$ cat src/rtl/puf_pkg.sv
// Shared types and challenge field layout for the ring-oscillator pair comparator.
package puf_pkg;

  localparam int CHAL_W  = 6;
  localparam int SEL_MSB = 5;
  localparam int SEL_LSB = 3;
  localparam int BX_MSB  = 2;
  localparam int BX_LSB  = 0;

  typedef enum logic [2:0] {
    ST_IDLE,
    ST_SETTLE,
    ST_COUNT,
    ST_DRAIN,
    ST_COMPARE,
    ST_HOLD
  } state_t;

  function automatic int unsigned max3(input int unsigned a, input int unsigned b,
                                       input int unsigned c);
    int unsigned m;
    m = (a > b) ? a : b;
    return (m > c) ? m : c;
  endfunction

endpackage

$ cat src/rtl/ro_edge_counter.sv
// Synchronises one asynchronous RO output into CLK and counts its rising edges,
// saturating at the all-ones value.
module ro_edge_counter #(
  parameter int unsigned CNT_W       = 16,
  parameter int unsigned SYNC_STAGES = 2
) (
  input  logic             CLK,
  input  logic             RST,
  input  logic             CLR,
  input  logic             CNT_EN,
  input  logic             RO_IN,
  output logic [CNT_W-1:0] COUNT,
  output logic             SAT
);

  logic [SYNC_STAGES-1:0] sync_q;
  logic                   prev_q;
  logic [CNT_W-1:0]       cnt_q, cnt_d;
  logic                   rise;

  assign rise  = sync_q[SYNC_STAGES-1] & ~prev_q;
  assign SAT   = &cnt_q;
  assign COUNT = cnt_q;

  always_comb begin
    cnt_d = cnt_q;
    if (CLR) begin
      cnt_d = '0;
    end else if (CNT_EN && rise && !SAT) begin
      cnt_d = cnt_q + 1'b1;
    end
  end

  always_ff @(posedge CLK) begin
    if (RST) begin
      sync_q <= '0;
      prev_q <= 1'b0;
      cnt_q  <= '0;
    end else begin
      sync_q <= {sync_q[SYNC_STAGES-2:0], RO_IN};
      prev_q <= sync_q[SYNC_STAGES-1];
      cnt_q  <= cnt_d;
    end
  end

endmodule

$ cat src/rtl/ro_pair_comparator.sv
// Sequences one PUF challenge over an RO pair: load challenge, settle, gate both
// oscillators for a fixed window, drain the synchronisers, compare and hand off.
//
// state   | meaning
// IDLE    | waiting for START, oscillators disabled
// SETTLE  | challenge applied, waiting before enabling
// COUNT   | RO_EN high, counting edges
// DRAIN   | RO_EN low, letting in-flight synchronised edges land
// COMPARE | registering the comparison result
// HOLD    | RESP_VALID high until RESP_READY
module ro_pair_comparator
  import puf_pkg::*;
#(
  parameter int unsigned CNT_W       = 16,
  parameter int unsigned WINDOW      = 1000,
  parameter int unsigned SETTLE      = 4,
  parameter int unsigned SYNC_STAGES = 2
) (
  input  logic              CLK,
  input  logic              RST,
  input  logic              START,
  input  logic [CHAL_W-1:0] CHAL,
  input  logic              RO_A_IN,
  input  logic              RO_B_IN,
  output logic [2:0]        RO_SEL,
  output logic [2:0]        RO_BX,
  output logic              RO_EN,
  output logic              BUSY,
  output logic              RESP_VALID,
  input  logic              RESP_READY,
  output logic              RESP_BIT,
  output logic              RESP_TIE,
  output logic              RESP_OVF,
  output logic [CNT_W-1:0]  CNT_A,
  output logic [CNT_W-1:0]  CNT_B
);

  localparam int unsigned TMR_MAX = max3(WINDOW, SETTLE, SYNC_STAGES + 1);
  localparam int          TMR_W   = $clog2(TMR_MAX + 1);

  state_t            state_q, state_d;
  logic [TMR_W-1:0]  tmr_q, tmr_d;
  logic [CHAL_W-1:0] chal_q, chal_d;
  logic              bit_q, bit_d, tie_q, tie_d, ovf_q, ovf_d;
  logic              cnt_clr, cnt_en, sat_a, sat_b, tmr_done;

  assign tmr_done = (tmr_q == '0);

  ro_edge_counter #(.CNT_W(CNT_W), .SYNC_STAGES(SYNC_STAGES)) u_cnt_a (
    .CLK(CLK), .RST(RST), .CLR(cnt_clr), .CNT_EN(cnt_en),
    .RO_IN(RO_A_IN), .COUNT(CNT_A), .SAT(sat_a)
  );

  ro_edge_counter #(.CNT_W(CNT_W), .SYNC_STAGES(SYNC_STAGES)) u_cnt_b (
    .CLK(CLK), .RST(RST), .CLR(cnt_clr), .CNT_EN(cnt_en),
    .RO_IN(RO_B_IN), .COUNT(CNT_B), .SAT(sat_b)
  );

  always_ff @(posedge CLK) begin
    if (RST) begin
      state_q <= ST_IDLE;
      tmr_q   <= '0;
      chal_q  <= '0;
      bit_q   <= 1'b0;
      tie_q   <= 1'b0;
      ovf_q   <= 1'b0;
    end else begin
      state_q <= state_d;
      tmr_q   <= tmr_d;
      chal_q  <= chal_d;
      bit_q   <= bit_d;
      tie_q   <= tie_d;
      ovf_q   <= ovf_d;
    end
  end

  // Timer loads N-1 on entry so each phase lasts exactly N cycles.
  always_comb begin
    state_d = state_q;
    tmr_d   = tmr_done ? '0 : tmr_q - 1'b1;
    chal_d  = chal_q;
    bit_d   = bit_q;
    tie_d   = tie_q;
    ovf_d   = ovf_q;
    cnt_clr = 1'b0;
    unique case (state_q)
      ST_IDLE: begin
        if (START) begin
          state_d = ST_SETTLE;
          tmr_d   = TMR_W'(SETTLE - 1);
          chal_d  = CHAL;
          cnt_clr = 1'b1;
        end
      end
      ST_SETTLE: begin
        if (tmr_done) begin
          state_d = ST_COUNT;
          tmr_d   = TMR_W'(WINDOW - 1);
        end
      end
      ST_COUNT: begin
        if (tmr_done) begin
          state_d = ST_DRAIN;
          tmr_d   = TMR_W'(SYNC_STAGES);
        end
      end
      ST_DRAIN: begin
        if (tmr_done) state_d = ST_COMPARE;
      end
      ST_COMPARE: begin
        bit_d   = (CNT_A > CNT_B);
        tie_d   = (CNT_A == CNT_B);
        ovf_d   = sat_a | sat_b;
        state_d = ST_HOLD;
      end
      ST_HOLD: begin
        if (RESP_READY) state_d = ST_IDLE;
      end
      default: state_d = ST_IDLE;
    endcase
  end

  always_comb begin
    RO_SEL     = chal_q[SEL_MSB:SEL_LSB];
    RO_BX      = chal_q[BX_MSB:BX_LSB];
    RO_EN      = (state_q == ST_COUNT);
    BUSY       = (state_q != ST_IDLE);
    RESP_VALID = (state_q == ST_HOLD);
    RESP_BIT   = bit_q;
    RESP_TIE   = tie_q;
    RESP_OVF   = ovf_q;
    cnt_en     = (state_q == ST_COUNT) || (state_q == ST_DRAIN);
  end

endmodule
$ cat config.mk
export PLATFORM = sky130hd
export DESIGN_NAME = ro_pair_comparator
export DESIGN_NICKNAME = d
export VERILOG_FILES = /design/src/rtl/puf_pkg.sv /design/src/rtl/ro_edge_counter.sv /design/src/rtl/ro_pair_comparator.sv
export SDC_FILE = /design/constraint.sdc
export NUM_CORES = 1
export LEC_CHECK = 0
export BUFFER_PORTS_ARGS = -buffer_cell sky130_fd_sc_hd__clkbuf_2
export CORE_MARGIN = 4
export CORE_UTILIZATION = 51
export DETAILED_ROUTE_END_ITERATION = 16
export PLACE_DENSITY_LB_ADDON = 0.08
export SETUP_SLACK_MARGIN = 0.02
export SLEW_MARGIN = 25
export SYNTH_ARGS = -nofsm -noshare
export SYNTH_HDL_FRONTEND = slang
export SYNTH_SLANG_ARGS = --single-unit
$ cat constraint.sdc
create_clock -name CLK -period 1.5 [get_ports CLK]
set_input_delay 0.075 -clock CLK [delete_from_list [all_inputs] [get_ports CLK]]
set_output_delay 0.075 -clock CLK [all_outputs]
set_load 0.01 [all_outputs]
# After elaboration in Yosys (flattened, before gate mapping)
# Index checks and enable logic that the tools add are counted.
# Widths: inputs -> output; s select.
# classes
n_addsub	3
n_lt_le_gt_ge	1
eq_ne	11
muxes	13
bitwise_logic	5
n_reduce_logical	15
# op_table
op	count
$mux 10	4
$add 16x1->16 const B	2
$reduce_and 16->1	2
$pmux 10 s3	1
$pmux 3 s6	1
$eq 16x16->1	1
$gt 16x16->1	1
$mux 3	5
$logic_not 10->1	1
$sub 10x1->10 const B	1
$eq 3x2->1 const B	2
$eq 3x3->1 const B	2
$ne 2x2->1 const B	3
$reduce_and 5->1	1
$logic_and 1x1->1	4
$ne 2x1->1 const B	2
$eq 3x1->1 const B	1
$logic_not 3->1	1
$reduce_bool 3->1	1
$and 1x1->1	2
$logic_not 1->1	2
$mux 1	2
$not 1->1	2
$reduce_and 2->1	1
3 further kinds	3
# totals
regBits	60
out_inout_bits	44
elab_cells	60

# Logic depth before layout (Yosys ltp)
# logic_depth
word_depth	4
ltp_mapped	6
mapped_depth_nobuf	6

# Hierarchy
# Synthesis repeated with hierarchy kept, for this count alone.
# hier_totals
hier_cells	386
hier_area_um2	3214.3
# modules_own_cells
module	instances	cells_each	area_per_inst_um2
ro_edge_counter	2	103	885.8
ro_pair_comparator	1	180	1442.6

# Worst setup path after synthesis
# OpenSTA, ideal clock, no wires.
# synth_timing
path_type	register to register
from	register u_cnt_a.cnt_q[1], in the netlist u_cnt_a.COUNT[1]
to	register u_cnt_a.cnt_q[7], in the netlist u_cnt_a.COUNT[7]
setup_ns	0.115
t_arrival_ns	1.612
t_required_ns	1.385
path_slack_ns	-0.227
stages_incl_launch_ff	7
n_path_buf	1
synth_period_minus_slack_ns	1.727
path_cell_list	dfxtp_1 ha_1 nand4_1 o41ai_2 buf_2 nor4_1 o21a_1
# synth_via
elab_chain_cells	3
elab_cells_between_ends	4
classes_between	add/sub: 1; reduce/logical: 3
# synth_rtl
element	line	rtl
start, declared	ro_edge_counter.sv:18	logic [CNT_W-1:0] cnt_q, cnt_d;
start signal, assigned	ro_edge_counter.sv:42	cnt_q <= cnt_d;
parallel branches: the longest is 3 deep, another holds $add 16x1->16	--	
# Several ways; the timed one is not identified.
# A chain may end at the register's enable or synchronous reset.

# Worst setup path in the final report
# layout_timing
from	register state_q[2]
to	register u_cnt_a.cnt_q[9], in the netlist u_cnt_a.COUNT[9]
# layout_via
elab_chain_cells	4
elab_cells_between_ends	8
classes_between	eq/ne: 2; mux: 1; reduce/logical: 5
# layout_rtl
element	line	rtl
start, declared	ro_pair_comparator.sv:41	state_t state_q, state_d;
start signal, assigned	ro_pair_comparator.sv:68	state_q <= state_d;
$eq 3x2->1	ro_pair_comparator.sv:132	cnt_en = (state_q == ST_COUNT) || (state_q == ST_DRAIN);
$logic_or 1x1->1	ro_pair_comparator.sv:132	
$logic_and 1x1->1 (2 in series)	ro_edge_counter.sv:29	end else if (CNT_EN && rise && !SAT) begin
# Several ways; a longest one is shown, not always the timed one.

==> results.json <==
{
  "outcome": "finished, violations left",
  "violations": "negative setup slack",
  "p_int_mw": 4.04,
  "pwr-share-comb_pct": 44.8,
  "crit_family": "simple AND/OR/NAND/NOR gates",
  "synth_edf_count": 0,
  "period_needed_ns": 1.66,
  "fin_worst_skew_ns": 0.0139,
  "tightestPinTransition_ns": 0.394,
  "placementRows": 29,
  "fmax_ghz": 0.601,
  "grt_pass1_wl_um": 17400,
  "pin_count": 56,
  "critical_path_arrival_ns": 1.95,
  "htree_levels": 3,
  "cts_tree": "built",
  "worst_setup_path_start_kind": "flop",
  "ys_async_sr_fraction_pct": 0,
  "layout-drive-gt1-share_pct": 54.3,
  "seq_area_frac_synth_pct": 36.4,
  "syn_nets": 425,
  "worst-path-buf-inv": 1,
  "dieArea_um2": 7810,
  "irDropWorstVdd_v": 0.00152,
  "setup_slack_ns": -0.164,
  "pwr-share-clk_pct": 24.8,
  "cpPeakStageDelay_ns": 0.50,
  "start_util_pct": 52.2,
  "cp-end-kind": "flop",
  "yosysMostFrequentCell": "dfxtp_1",
  "grt_pass1_vias": 3713,
  "min_path_type": "in2reg",
  "path_cells": "and4bb_4, buf_4, nand3_1, or4_4, a21oi_2",
  "numCtsBuffers": 9,
  "synth_top_area_share_pct": 36.4,
  "worstPathRequired_ns": 1.78,
  "viasPerCell": 6.18,
  "utilization_pct": 85.4,
  "hold_slack_ns": 0.0452,
  "remaining_drc_errors": 0,
  "clk_path_buf_depth": 2,
  "track_usage_pct": 28.4,
  "clk_pin_slew_ns": 0.08,
  "leakage_nw": 2.15,
  "ys.flop_type": "dfxtp_1",
  "cp_slowest_cell": "or4_4",
  "min_period_over_period_pct": 111,
  "port_buffers": 55,
  "critPathKind": "reg2reg",
  "drv_slew": 0,
  "gp_congestion": 0.870,
  "coreArea_um2": 6310,
  "clock_latency_ns": 0.35,
  "synth_top_cell_by_area": "dfxtp_1",
  "syn-instance-count": 393,
  "num-nets-final": 592,
  "wl_per_cell_um": 19.1,
  "diodes": 0,
  "ant_nets": 0,
  "ys_ff_latch": 60,
  "fin_cells": 642,
  "ys_top_cells_by_count": "60 x dfxtp_1, 50 x nand2_1, 40 x a21oi_1",
  "postSynthAreaPerCell_um2": 8.39,
  "antenna_found_initial": 0,
  "hold_viol": 0,
  "maxCapViolations": 0,
  "synth_area_leaders": "dfxtp_1 36%, ha_1 7.6%, a21oi_1 6.1%",
  "place_hpwl_um": 7250,
  "drt_iter0_drc": 270,
  "design_area_um2": 5390,
  "path_max_fanout": 4,
  "setup_viol": 44,
  "dpl.cell_count": 594,
  "sequentialPowerShare_pct": 30.3,
  "dpl-instance-area_um2": 4360,
  "p_switching_mw": 2.50,
  "grt.overflow.total": 0,
  "cts.sink_count": 60,
  "die_h_um": 88.4,
  "areaGrowthSynthToFinish_pct": 63.5,
  "cts_root_buf": "clkbuf_8",
  "power_density_nw_per_um2": 1210,
  "drtPass1Iterations": 5,
  "grt_max_degree": 23,
  "synth_warnings": 0,
  "synthDistinctLibCells": 54,
  "rsz0062_at_grt": "yes",
  "relSlewSlack_pct": 73.7,
  "drt_wl_total_um": 12300,
  "synth_area_um2": 3300,
  "die_w_um": 88.4,
  "num_vias": 3966,
  "total_power_mw": 6.54,
  "switching_share_pct": 38.2
}
cell usage in the layout (no fill, tap or decap), types with 3 or more instances in the layout:
cell / synthesis / final
or3_1: 11 / 10
clkbuf_2: 0 / 55
and4_1: 7 / 6
ha_4: 0 / 5
nand3_1: 14 / 11
a211oi_2: 0 / 4
o21ai_2: 0 / 4
nand2_1: 50 / 44
clkbuf_8: 0 / 9
nor3_2: 0 / 3
mux2i_1: 10 / 10
buf_6: 0 / 18
o21a_1: 3 / 3
dlygate4sd3_1: 0 / 8
nor4_2: 0 / 3
dfxtp_2: 0 / 28
nor3_1: 8 / 3
inv_1: 23 / 22
o31a_1: 3 / 3
nand2_4: 0 / 6
nand4_1: 17 / 17
a211oi_1: 8 / 3
o31ai_1: 9 / 8
nor2_1: 10 / 8
ha_1: 20 / 15
dfxtp_1: 60 / 24
o21ai_1: 1 / 3
dfxtp_4: 0 / 8
xor2_1: 3 / 3
or4_1: 6 / 3
a21oi_2: 0 / 27
xnor2_1: 3 / 3
o21ai_0: 13 / 5
nor2b_1: 8 / 8
o211ai_1: 3 / 3
buf_4: 0 / 86
or4_4: 0 / 3
a21oi_1: 40 / 13
registers in the layout (all words and copies together), names as in the netlist:
| signal | flops |
|---|---|
| u_cnt_b.sync_q | 2 |
| u_cnt_a.prev_q | 1 |
| tmr_q | 10 |
| u_cnt_a.COUNT | 16 |
| u_cnt_a.sync_q | 2 |
| chal_q | 6 |
| RESP_BIT | 1 |
| u_cnt_b.COUNT | 16 |
| RESP_OVF | 1 |
| RESP_TIE | 1 |
| u_cnt_b.prev_q | 1 |
| state_q | 3 |
layout make-up:
cell class	instances	area (µm²)
multi-input combinational	295	2470
sequential	60	1270
timing repair buffer	171	1250
fill	324	925
clock buffer	10	149
tap	77	96.3
inverter	23	86.3
clock inverter	6	67.6
power by group through the flow:
stage	Combinational, mW	Sequential (mW)	Clock (mW)
detailed placement	1.96	1.96	0
global placement	1.89	1.95	0
floorplan	1.09	1.99	0
global route	3.09	2.00	1.69
finish	2.93	1.99	1.63
CTS	2.30	1.95	1.59
through the flow:
stage	setup TNS, ns	setup slack, ns
6_report	-2.39	-0.164
5_1_grt	-5.31	-0.189
4_1_cts	-0.675	-0.111
3_5_place_dp	-1.12	-0.102
3_3_place_gp	-0.274	-0.0487
2_1_floorplan	-0.658	-0.136
repair_timing:
| action | 4_1_cts | 5_1_grt |
|---|---|---|
| endpoints found under the hold margin | 8 | 0 |
| setup endpoints to repair | 40 | 54 |
| resized for setup | 57 | 80 |
| buffers inserted | 19 | 2 |
| cloned | 3 | 0 |
| pin swaps | 20 | 34 |
| hold buffers | 8 | 0 |
worst paths after layout:
path,from,endpoint,slack (ns),depth (start not counted)
setup reg to reg,state_q[2],u_cnt_a.COUNT[9],-0.16,5
hold reg to reg,chal_q[1],chal_q[1],0.47,2
hold / removal,RST,RESP_TIE,0.05,2
setup / recovery,state_q[2],u_cnt_a.COUNT[9],-0.16,5
metal layers:
layer | part of all wire [%] | track usage (%)
met1 | 38 | 33.1
met2 | 52 | 50.3
met3 | 5.5 | 4.93
met4 | 4.4 | 13.3
met5 | 0 | 0
kinds of logic (layout without fill, tap and decap cells):
family | after synthesis | after routing | share of synthesized area (%)
buf+inv | 39 | 210 | 4.63
flops | 60 | 60 | 36.4
simple gates | 159 | 160 | 27.0
mux | 10 | 10 | 3.04
compound gates | 99 | 99 | 19.7
xor+xnor | 6 | 6 | 1.59
fa+ha+maj | 20 | 20 | 7.59
(Power assumes the default switching activity.)
